`src/rtl/systolic_pe_mac_pkg.sv`:
```
// Shared types and arithmetic helpers for the systolic PE array.
// sat_add works on a wide container; only the low `width` bits are meaningful.
package systolic_pkg;

  localparam int PE_LAT   = 1;
  localparam int SAT_MAXW = 128;

  typedef enum logic {
    IDLE = 1'b0,
    RUN  = 1'b1
  } acc_state_t;

  typedef struct packed {
    logic [SAT_MAXW-1:0] sum;
    logic                overflow;
  } sat_sum_t;

  function automatic sat_sum_t sat_add(
      input logic [SAT_MAXW-1:0] a,
      input logic [SAT_MAXW-1:0] b,
      input int                  width,
      input logic                signed_mode,
      input logic                saturate);
    logic [SAT_MAXW-1:0] mask;
    logic [SAT_MAXW-1:0] sign_bit;
    logic [SAT_MAXW:0]   raw;
    logic [SAT_MAXW-1:0] wrapped;
    logic                a_neg;
    logic                b_neg;
    logic                s_neg;
    logic                ovf;
    sat_sum_t            res;
    mask     = {SAT_MAXW{1'b1}} >> (SAT_MAXW - width);
    sign_bit = SAT_MAXW'(1) << (width - 1);
    raw      = {1'b0, a & mask} + {1'b0, b & mask};
    wrapped  = raw[SAT_MAXW-1:0] & mask;
    a_neg    = |(a & sign_bit);
    b_neg    = |(b & sign_bit);
    s_neg    = |(wrapped & sign_bit);
    // signed: like-signed operands producing an opposite-signed sum; unsigned: carry out
    if (signed_mode) begin
      ovf = (a_neg == b_neg) && (s_neg != a_neg);
    end else begin
      ovf = |(raw & ((SAT_MAXW+1)'(1) << width));
    end
    res.overflow = ovf;
    if (ovf && saturate) begin
      if (!signed_mode) begin
        res.sum = mask;
      end else if (a_neg) begin
        res.sum = sign_bit;
      end else begin
        res.sum = mask >> 1;
      end
    end else begin
      res.sum = wrapped;
    end
    return res;
  endfunction

endpackage

```
`src/rtl/systolic_pe_mac_if.sv`:
```
// Operand forwarding, drain chain and status signals of one PE.
// slave is the PE side, master is the neighbour/environment side.
interface systolic_pe_mac_if #(
  parameter int DATA_WIDTH = 16,
  parameter int ACC_WIDTH  = 40
);
  logic [DATA_WIDTH-1:0] a_in;
  logic                  a_valid_in;
  logic [DATA_WIDTH-1:0] b_in;
  logic                  b_valid_in;
  logic [DATA_WIDTH-1:0] a_out;
  logic                  a_valid_out;
  logic [DATA_WIDTH-1:0] b_out;
  logic                  b_valid_out;
  logic [ACC_WIDTH-1:0]  res_in;
  logic                  res_sat_in;
  logic                  res_valid_in;
  logic                  res_ready_out;
  logic [ACC_WIDTH-1:0]  res_out;
  logic                  res_sat_out;
  logic                  res_valid_out;
  logic                  res_ready_in;
  logic                  err_overrun;

  modport slave (
    input  a_in, a_valid_in, b_in, b_valid_in,
    input  res_in, res_sat_in, res_valid_in, res_ready_in,
    output a_out, a_valid_out, b_out, b_valid_out,
    output res_ready_out, res_out, res_sat_out, res_valid_out, err_overrun
  );

  modport master (
    output a_in, a_valid_in, b_in, b_valid_in,
    output res_in, res_sat_in, res_valid_in, res_ready_in,
    input  a_out, a_valid_out, b_out, b_valid_out,
    input  res_ready_out, res_out, res_sat_out, res_valid_out, err_overrun
  );
endinterface

```
`src/rtl/systolic_pe_mac_pe_drain_slot.sv`:
```
// One-entry drain register; local results load on the edge they complete, upstream fills otherwise.
// 1-cycle latency; upstream is refused while full (unless popping) or when a local result lands.
module pe_drain_slot #(
  parameter int WIDTH = 40
) (
  input  logic             clock,
  input  logic             nreset,
  input  logic             local_vld,
  input  logic [WIDTH-1:0] local_dat,
  input  logic             local_sat,
  input  logic             up_vld,
  input  logic [WIDTH-1:0] up_dat,
  input  logic             up_sat,
  output logic             up_rdy,
  output logic             out_vld,
  output logic [WIDTH-1:0] out_dat,
  output logic             out_sat,
  input  logic             out_rdy,
  output logic             overrun
);
  logic pop;
  logic room;

  assign pop    = out_vld & out_rdy;
  assign room   = ~out_vld | pop;
  assign up_rdy = room & ~local_vld;

  always_ff @(posedge clock or negedge nreset) begin
    if (!nreset) begin
      out_vld <= 1'b0;
      out_dat <= '0;
      out_sat <= 1'b0;
      overrun <= 1'b0;
    end else if (local_vld) begin
      // a local result that finds the slot occupied is lost; only reset clears the flag
      if (room) begin
        out_vld <= 1'b1;
        out_dat <= local_dat;
        out_sat <= local_sat;
      end else begin
        overrun <= 1'b1;
      end
    end else if (up_vld && up_rdy) begin
      out_vld <= 1'b1;
      out_dat <= up_dat;
      out_sat <= up_sat;
    end else if (pop) begin
      out_vld <= 1'b0;
    end
  end

endmodule

```
`src/rtl/systolic_pe_mac.sv`:
```
// Output-stationary systolic PE: forwards a east / b south, accumulates K_DEPTH products.
// Operands 1-cycle pass-through, never stall; results drain via valid/ready slot with local priority.
module systolic_pe_mac
  import systolic_pkg::*;
#(
  parameter int DATA_WIDTH = 16,
  parameter int ACC_WIDTH  = 40,
  parameter int K_DEPTH    = 8,
  parameter int SIGNED     = 1,
  parameter int SATURATE   = 1
) (
  input logic              clock,
  input logic              nreset,
  systolic_pe_mac_if.slave pe
);
  localparam int              CNT_W    = $clog2(K_DEPTH + 1);
  localparam logic [CNT_W-1:0] CNT_LAST = CNT_W'(K_DEPTH - 1);

  if (ACC_WIDTH < 2 * DATA_WIDTH) begin : g_acc_width_chk
    $error("systolic_pe_mac: ACC_WIDTH must be >= 2*DATA_WIDTH");
  end
  if (ACC_WIDTH >= SAT_MAXW) begin : g_acc_max_chk
    $error("systolic_pe_mac: ACC_WIDTH exceeds sat_add container");
  end
  if (K_DEPTH < 1) begin : g_depth_chk
    $error("systolic_pe_mac: K_DEPTH must be >= 1");
  end

  always_ff @(posedge clock or negedge nreset) begin
    if (!nreset) begin
      pe.a_out       <= '0;
      pe.a_valid_out <= 1'b0;
      pe.b_out       <= '0;
      pe.b_valid_out <= 1'b0;
    end else begin
      pe.a_out       <= pe.a_in;
      pe.a_valid_out <= pe.a_valid_in;
      pe.b_out       <= pe.b_in;
      pe.b_valid_out <= pe.b_valid_in;
    end
  end

  logic                 mac_fire;
  logic [ACC_WIDTH-1:0] prod_ext;

  assign mac_fire = pe.a_valid_in & pe.b_valid_in;

  if (SIGNED != 0) begin : g_sprod
    logic signed [2*DATA_WIDTH-1:0] prod_s;
    assign prod_s = $signed({{DATA_WIDTH{pe.a_in[DATA_WIDTH-1]}}, pe.a_in})
                  * $signed({{DATA_WIDTH{pe.b_in[DATA_WIDTH-1]}}, pe.b_in});
    assign prod_ext = ACC_WIDTH'(prod_s);
  end else begin : g_uprod
    logic [2*DATA_WIDTH-1:0] prod_u;
    assign prod_u   = {{DATA_WIDTH{1'b0}}, pe.a_in} * {{DATA_WIDTH{1'b0}}, pe.b_in};
    assign prod_ext = ACC_WIDTH'(prod_u);
  end

  acc_state_t           state;
  acc_state_t           state_nxt;
  logic                 first;
  logic                 done;
  logic [ACC_WIDTH-1:0] acc;
  logic [CNT_W-1:0]     cnt;
  logic                 acc_sat;

  always_ff @(posedge clock or negedge nreset) begin
    if (!nreset) begin
      state <= IDLE;
    end else begin
      state <= state_nxt;
    end
  end

  always_comb begin
    state_nxt = state;
    case (state)
      IDLE: if (mac_fire && (K_DEPTH > 1)) state_nxt = RUN;
      RUN:  if (mac_fire && (cnt == CNT_LAST)) state_nxt = IDLE;
      default: state_nxt = IDLE;
    endcase
  end

  always_comb begin
    first = 1'b0;
    done  = 1'b0;
    case (state)
      IDLE: begin
        first = mac_fire;
        done  = mac_fire && (K_DEPTH == 1);
      end
      RUN: begin
        done = mac_fire && (cnt == CNT_LAST);
      end
      default: begin
        first = 1'b0;
        done  = 1'b0;
      end
    endcase
  end

  // the first product of a result starts from zero rather than whatever acc holds
  logic [ACC_WIDTH-1:0] acc_base;
  logic                 sat_base;
  sat_sum_t             sr;
  logic [ACC_WIDTH-1:0] acc_sum;
  logic                 sum_sat;

  assign acc_base = first ? '0 : acc;
  assign sat_base = first ? 1'b0 : acc_sat;

  always_comb begin
    sr = sat_add(SAT_MAXW'(acc_base), SAT_MAXW'(prod_ext), ACC_WIDTH,
                 SIGNED != 0, SATURATE != 0);
  end

  assign acc_sum = ACC_WIDTH'(sr.sum);
  assign sum_sat = sat_base | (sr.overflow & (SATURATE != 0));

  always_ff @(posedge clock or negedge nreset) begin
    if (!nreset) begin
      acc     <= '0;
      cnt     <= '0;
      acc_sat <= 1'b0;
    end else if (mac_fire) begin
      if (done) begin
        acc     <= '0;
        cnt     <= '0;
        acc_sat <= 1'b0;
      end else begin
        acc     <= acc_sum;
        cnt     <= cnt + CNT_W'(1);
        acc_sat <= sum_sat;
      end
    end
  end

  pe_drain_slot #(
    .WIDTH(ACC_WIDTH)
  ) u_slot (
    .clock     (clock),
    .nreset    (nreset),
    .local_vld (done),
    .local_dat (acc_sum),
    .local_sat (sum_sat),
    .up_vld    (pe.res_valid_in),
    .up_dat    (pe.res_in),
    .up_sat    (pe.res_sat_in),
    .up_rdy    (pe.res_ready_out),
    .out_vld   (pe.res_valid_out),
    .out_dat   (pe.res_out),
    .out_sat   (pe.res_sat_out),
    .out_rdy   (pe.res_ready_in),
    .overrun   (pe.err_overrun)
  );

endmodule

```
`src/flat_wrapper.sv`:
```
// flat-port wrapper written by rule: the top's interface ports become plain ports
module systolic_pe_mac_flat import systolic_pkg::*;
#(
  parameter int DATA_WIDTH = 16,
  parameter int ACC_WIDTH  = 40,
  parameter int K_DEPTH    = 8,
  parameter int SIGNED     = 1,
  parameter int SATURATE   = 1
)
  (clock, nreset, pe_a_in, pe_a_valid_in, pe_b_in, pe_b_valid_in, pe_res_in, pe_res_sat_in, pe_res_valid_in, pe_res_ready_in, pe_a_out, pe_a_valid_out, pe_b_out, pe_b_valid_out, pe_res_ready_out, pe_res_out, pe_res_sat_out, pe_res_valid_out, pe_err_overrun);
  systolic_pe_mac_if #(.DATA_WIDTH(DATA_WIDTH), .ACC_WIDTH(ACC_WIDTH)) pe_i ();
  input logic clock;
  input logic nreset;
  input wire logic [$bits(pe_i.a_in)-1:0] pe_a_in;
  input wire logic [$bits(pe_i.a_valid_in)-1:0] pe_a_valid_in;
  input wire logic [$bits(pe_i.b_in)-1:0] pe_b_in;
  input wire logic [$bits(pe_i.b_valid_in)-1:0] pe_b_valid_in;
  input wire logic [$bits(pe_i.res_in)-1:0] pe_res_in;
  input wire logic [$bits(pe_i.res_sat_in)-1:0] pe_res_sat_in;
  input wire logic [$bits(pe_i.res_valid_in)-1:0] pe_res_valid_in;
  input wire logic [$bits(pe_i.res_ready_in)-1:0] pe_res_ready_in;
  output wire logic [$bits(pe_i.a_out)-1:0] pe_a_out;
  output wire logic [$bits(pe_i.a_valid_out)-1:0] pe_a_valid_out;
  output wire logic [$bits(pe_i.b_out)-1:0] pe_b_out;
  output wire logic [$bits(pe_i.b_valid_out)-1:0] pe_b_valid_out;
  output wire logic [$bits(pe_i.res_ready_out)-1:0] pe_res_ready_out;
  output wire logic [$bits(pe_i.res_out)-1:0] pe_res_out;
  output wire logic [$bits(pe_i.res_sat_out)-1:0] pe_res_sat_out;
  output wire logic [$bits(pe_i.res_valid_out)-1:0] pe_res_valid_out;
  output wire logic [$bits(pe_i.err_overrun)-1:0] pe_err_overrun;
  assign pe_i.a_in = pe_a_in;
  assign pe_i.a_valid_in = pe_a_valid_in;
  assign pe_i.b_in = pe_b_in;
  assign pe_i.b_valid_in = pe_b_valid_in;
  assign pe_i.res_in = pe_res_in;
  assign pe_i.res_sat_in = pe_res_sat_in;
  assign pe_i.res_valid_in = pe_res_valid_in;
  assign pe_i.res_ready_in = pe_res_ready_in;
  assign pe_a_out = pe_i.a_out;
  assign pe_a_valid_out = pe_i.a_valid_out;
  assign pe_b_out = pe_i.b_out;
  assign pe_b_valid_out = pe_i.b_valid_out;
  assign pe_res_ready_out = pe_i.res_ready_out;
  assign pe_res_out = pe_i.res_out;
  assign pe_res_sat_out = pe_i.res_sat_out;
  assign pe_res_valid_out = pe_i.res_valid_out;
  assign pe_err_overrun = pe_i.err_overrun;
  systolic_pe_mac #(.DATA_WIDTH(DATA_WIDTH), .ACC_WIDTH(ACC_WIDTH), .K_DEPTH(K_DEPTH), .SIGNED(SIGNED), .SATURATE(SATURATE)) u_core (.clock(clock), .nreset(nreset), .pe(pe_i));
endmodule
```
`config.mk`:
```
export PLATFORM = sky130hd
export DESIGN_NAME = systolic_pe_mac_flat
export DESIGN_NICKNAME = d
export VERILOG_FILES = /design/src/rtl/systolic_pe_mac_pkg.sv /design/src/rtl/systolic_pe_mac_if.sv /design/src/rtl/systolic_pe_mac_pe_drain_slot.sv /design/src/rtl/systolic_pe_mac.sv /design/src/flat_wrapper.sv
export SDC_FILE = /design/constraint.sdc
export NUM_CORES = 1
export LEC_CHECK = 0
export BUFFER_PORTS_ARGS = -buffer_cell sky130_fd_sc_hd__buf_2
export CAP_MARGIN = 20
export CORE_UTILIZATION = 25
export DETAILED_ROUTE_END_ITERATION = 8
export GPL_TIMING_DRIVEN = 0
export SLEW_MARGIN = 20
export SYNTH_ARGS = -nofsm -noshare
export SYNTH_HDL_FRONTEND = slang
export SYNTH_SLANG_ARGS = --single-unit
```
`constraint.sdc`:
```
create_clock -name clock -period 3.9 [get_ports clock]
set_input_delay 0.78 -clock clock [delete_from_list [all_inputs] [get_ports clock]]
set_output_delay 0.78 -clock clock [all_outputs]
set_load 0.02 [all_outputs]
```
==> metrics.txt <==
WL final=about 54000 um; nets@finish=roughly 2600; initial DRC count=944; number of detailed-route iterations in the first pass=5; CP startpoint kind=input pin; ANT nets after route=0; area of the multi-input gates=around 13000 sq um; Die Span Y=between 200 and 300 um; crit path DAT=8980 ps; number of global-route vias before repair=approximately 14000; Max stage delay on crit path=580 ps; Area contributors post-synth=fa_1 31%, dfrtp_1 18%, ha_1 8.7%; drt wl/cell=approximately 18 um; Skew-Pair Late Insertion Delay=roughly 490 ps; met1 usage=0.221; Ys Warns=0; Worst R2R Path Depth=22; Synth Area in Simple Gates=0.157; Worst Path Max Fanout=8; Reg area=3080 sq um; leading area contributor after synthesis=fa_1; Synth Area in Compound Gates=0.142; core area=just under 70000 sq um; GR Overflow Total=0; r2r setup slk=-1660 ps; non-filler cells, final=3043; Synth Flop Type=dfrtp_1; EDFF count, synth=0; ANT cells=0; Crit path required time=~4200 ps; #FFs+latches synth=roughly 120; # DRC=0; maxcap violations=0; routability congestion estimate=about 0.88; post-synthesis mux area share=0.000587; fin crit share=2.22; die width=263 um; Post-Synthesis Cells=about 1900; slew margin rel.=0.293; Post-Synth XOR/XNOR Area=0.0368; initial antenna violation count=1; Worst R2R End=u_core.acc[35]; via/cell ratio=4.58; Crit path top cell by count=fa_1; max-slew violations=0; failing checks=setup timing; Port Buf Inserts=156; Fill cells=6883; Mapped Area=approximately 17000 sq um; Worst Hold Class=in -> async; Mapped Avg Cell Area=a little over 9 sq um; Area growth, synth to finish=30.3%; reg-to-reg startpoint=u_core.state; CP Capture Type=flip-flop; Fin. Hold Viols=0; Worst Skew=17.4 ps; DP HPWL=just over 40000 um; largest family of logic cells by synthesized area=adder cells; Initial Utilization=0.253; crit path kind=in -> reg; total track usage=0.160; worst slew pin tran=1060 ps; setup repair after global routing missed its margin=yes; final setup vio count=around 80; minimum clock period=between 8000 and 9000 ps; status=complete, but fails checks; DP Cell Count=2914; GRT Max-Usage Layer=met2; first-pass GRT wire length=between 80000 and 90000 um; post-synth top area share=0.309; DR vias=roughly 14000; I/O pin total=157; CTS root buffer=clkbuf_16; CP max-delay cell=fa_2; Post-Syn Nets=between 2000 and 2500; hold_ws=around 250 ps; Sink Count=about 120; Fmax=approximately 120 MHz; Async S/R FF share, synth=1.00; grt met2 use=0.249; H-tree depth=4; num rows=95; CTS tree=done; adder-cell area share of the yosys netlist=0.397; Die ar.=69300 sq um; layout cells sized above 1=0.246; cts bufs inserted=17; clock-pin slew on the worst setup and hold paths=approximately 70 ps; post-synthesis sequential area ratio=0.181; Yosys cell types=approximately 80; largest net degree at the start of global routing=between 60 and 70; met3 Use GR=0.0285; Final WS setup=-4740 ps; CTS Buffer Depth=2
==> cell usage in the layout (no fill, tap or decap), types with 60 or more instances in the layout <==
master   Yosys  layout
nor2_1      71      60
fa_1       263     247
inv_1      305     282
buf_4        2      82
dfrtp_1    123     123
nand2_1    230     219
a21oi_1    107      70
buf_2        7     126
and2_1     165     153
ha_1       118     105
o21ai_1     62      61
==> layout make-up <==
type / count / share of cell area
clock buffer: 17 / 0.0191
multi-input combinational: 1376 / 0.603
sequential: 123 / 0.138
timing repair buffer: 255 / 0.0893
tap: 873 / 0.0491
buffer: 78 / 0.0421
inverter: 306 / 0.0518
clock inverter: 15 / 0.00659
==> worst max path at each step <==
stage / from / endpoint / cells past startpoint / slack [ps]
2_1_floorplan: pe_a_in[5] / u_core.acc[30] / 38 / -4520
3_3_place_gp: pe_a_in[1] / u_core.u_slot.out_dat[26] / 36 / -6200
3_5_place_dp: pe_a_in[1] / u_core.u_slot.out_dat[26] / 36 / -6170
4_1_cts: pe_a_in[9] / u_core.u_slot.out_dat[27] / 37 / -4690
5_1_grt: pe_b_in[6] / u_core.u_slot.out_dat[10] / 40 / -5060
6_report: pe_b_in[2] / u_core.acc[35] / 38 / -4740
==> metal layers <==
metal | wire [um] | up-vias
li1 | - | 6552
met1 | 24700 | 6879
met2 | 25100 | 429
met3 | 2880 | 74
met4 | 1530 | 0
met5 | 0 | -
==> critical path: cells and delay by family <==
kind	cells	cell delay [ps]
compound gates	14	2780
buf+inv	8	970
fa+ha+maj	8	3570
xor+xnor	1	90
simple gates	7	770
==> registers in the layout, indices dropped and copies added, names as in the netlist <==
signal / flops
u_core.acc: 40
u_core.acc_sat: 1
u_core.cnt: 4
u_core.pe.a_out: 16
u_core.pe.a_valid_out: 1
u_core.pe.b_out: 16
u_core.pe.b_valid_out: 1
u_core.state: 1
u_core.u_slot.out_dat: 40
u_core.u_slot.out_sat: 1
u_core.u_slot.out_vld: 1
u_core.u_slot.overrun: 1
==> synthesized netlist by cell type (18+ instances only) <==
library cell  count
nor2_1           71
o21ai_0          64
inv_1           305
xor2_1           18
o21ai_1          62
fa_1            263
xnor2_1          49
and2_1          165
dfrtp_1         123
a21oi_1         107
nand2_1         230
a21o_1           29
clkbuf_1         65
ha_1            118
==> cells by family after synthesis <==
logic type / after synthesis
XOR/XNOR: 69
flip-flops: 123
AO/OA/AOI/OAI: 377
AND/OR/NAND/NOR: 545
adder cells (fa/ha/maj): 384
multiplexers: 1
buffers and inverters: 385
==> per-stage QoR <==
step | area [sq um] | setup WS (ps) | setup TNS (ps) | utilization
floorplan | 17400 | -4520 | -365220 | -
global placement | 19300 | -6200 | -504370 | 0.287
detailed placement | 19400 | -6170 | -488790 | 0.288
CTS | 21600 | -4690 | -375980 | 0.321
global route | 22200 | -5060 | -405560 | 0.330
finish | 22200 | -4740 | -379450 | 0.330
==> repair_timing <==
action	4_1_cts	5_1_grt
gates resized for setup	249	121
cloned	3	3
hold buffers	0	0
pin swaps	61	64
setup buffers	66	26
endpoints found under the setup margin	83	83
Power is not shown: default switching activity piles up to over one toggle a cycle in this logic, so the estimate is an artifact.
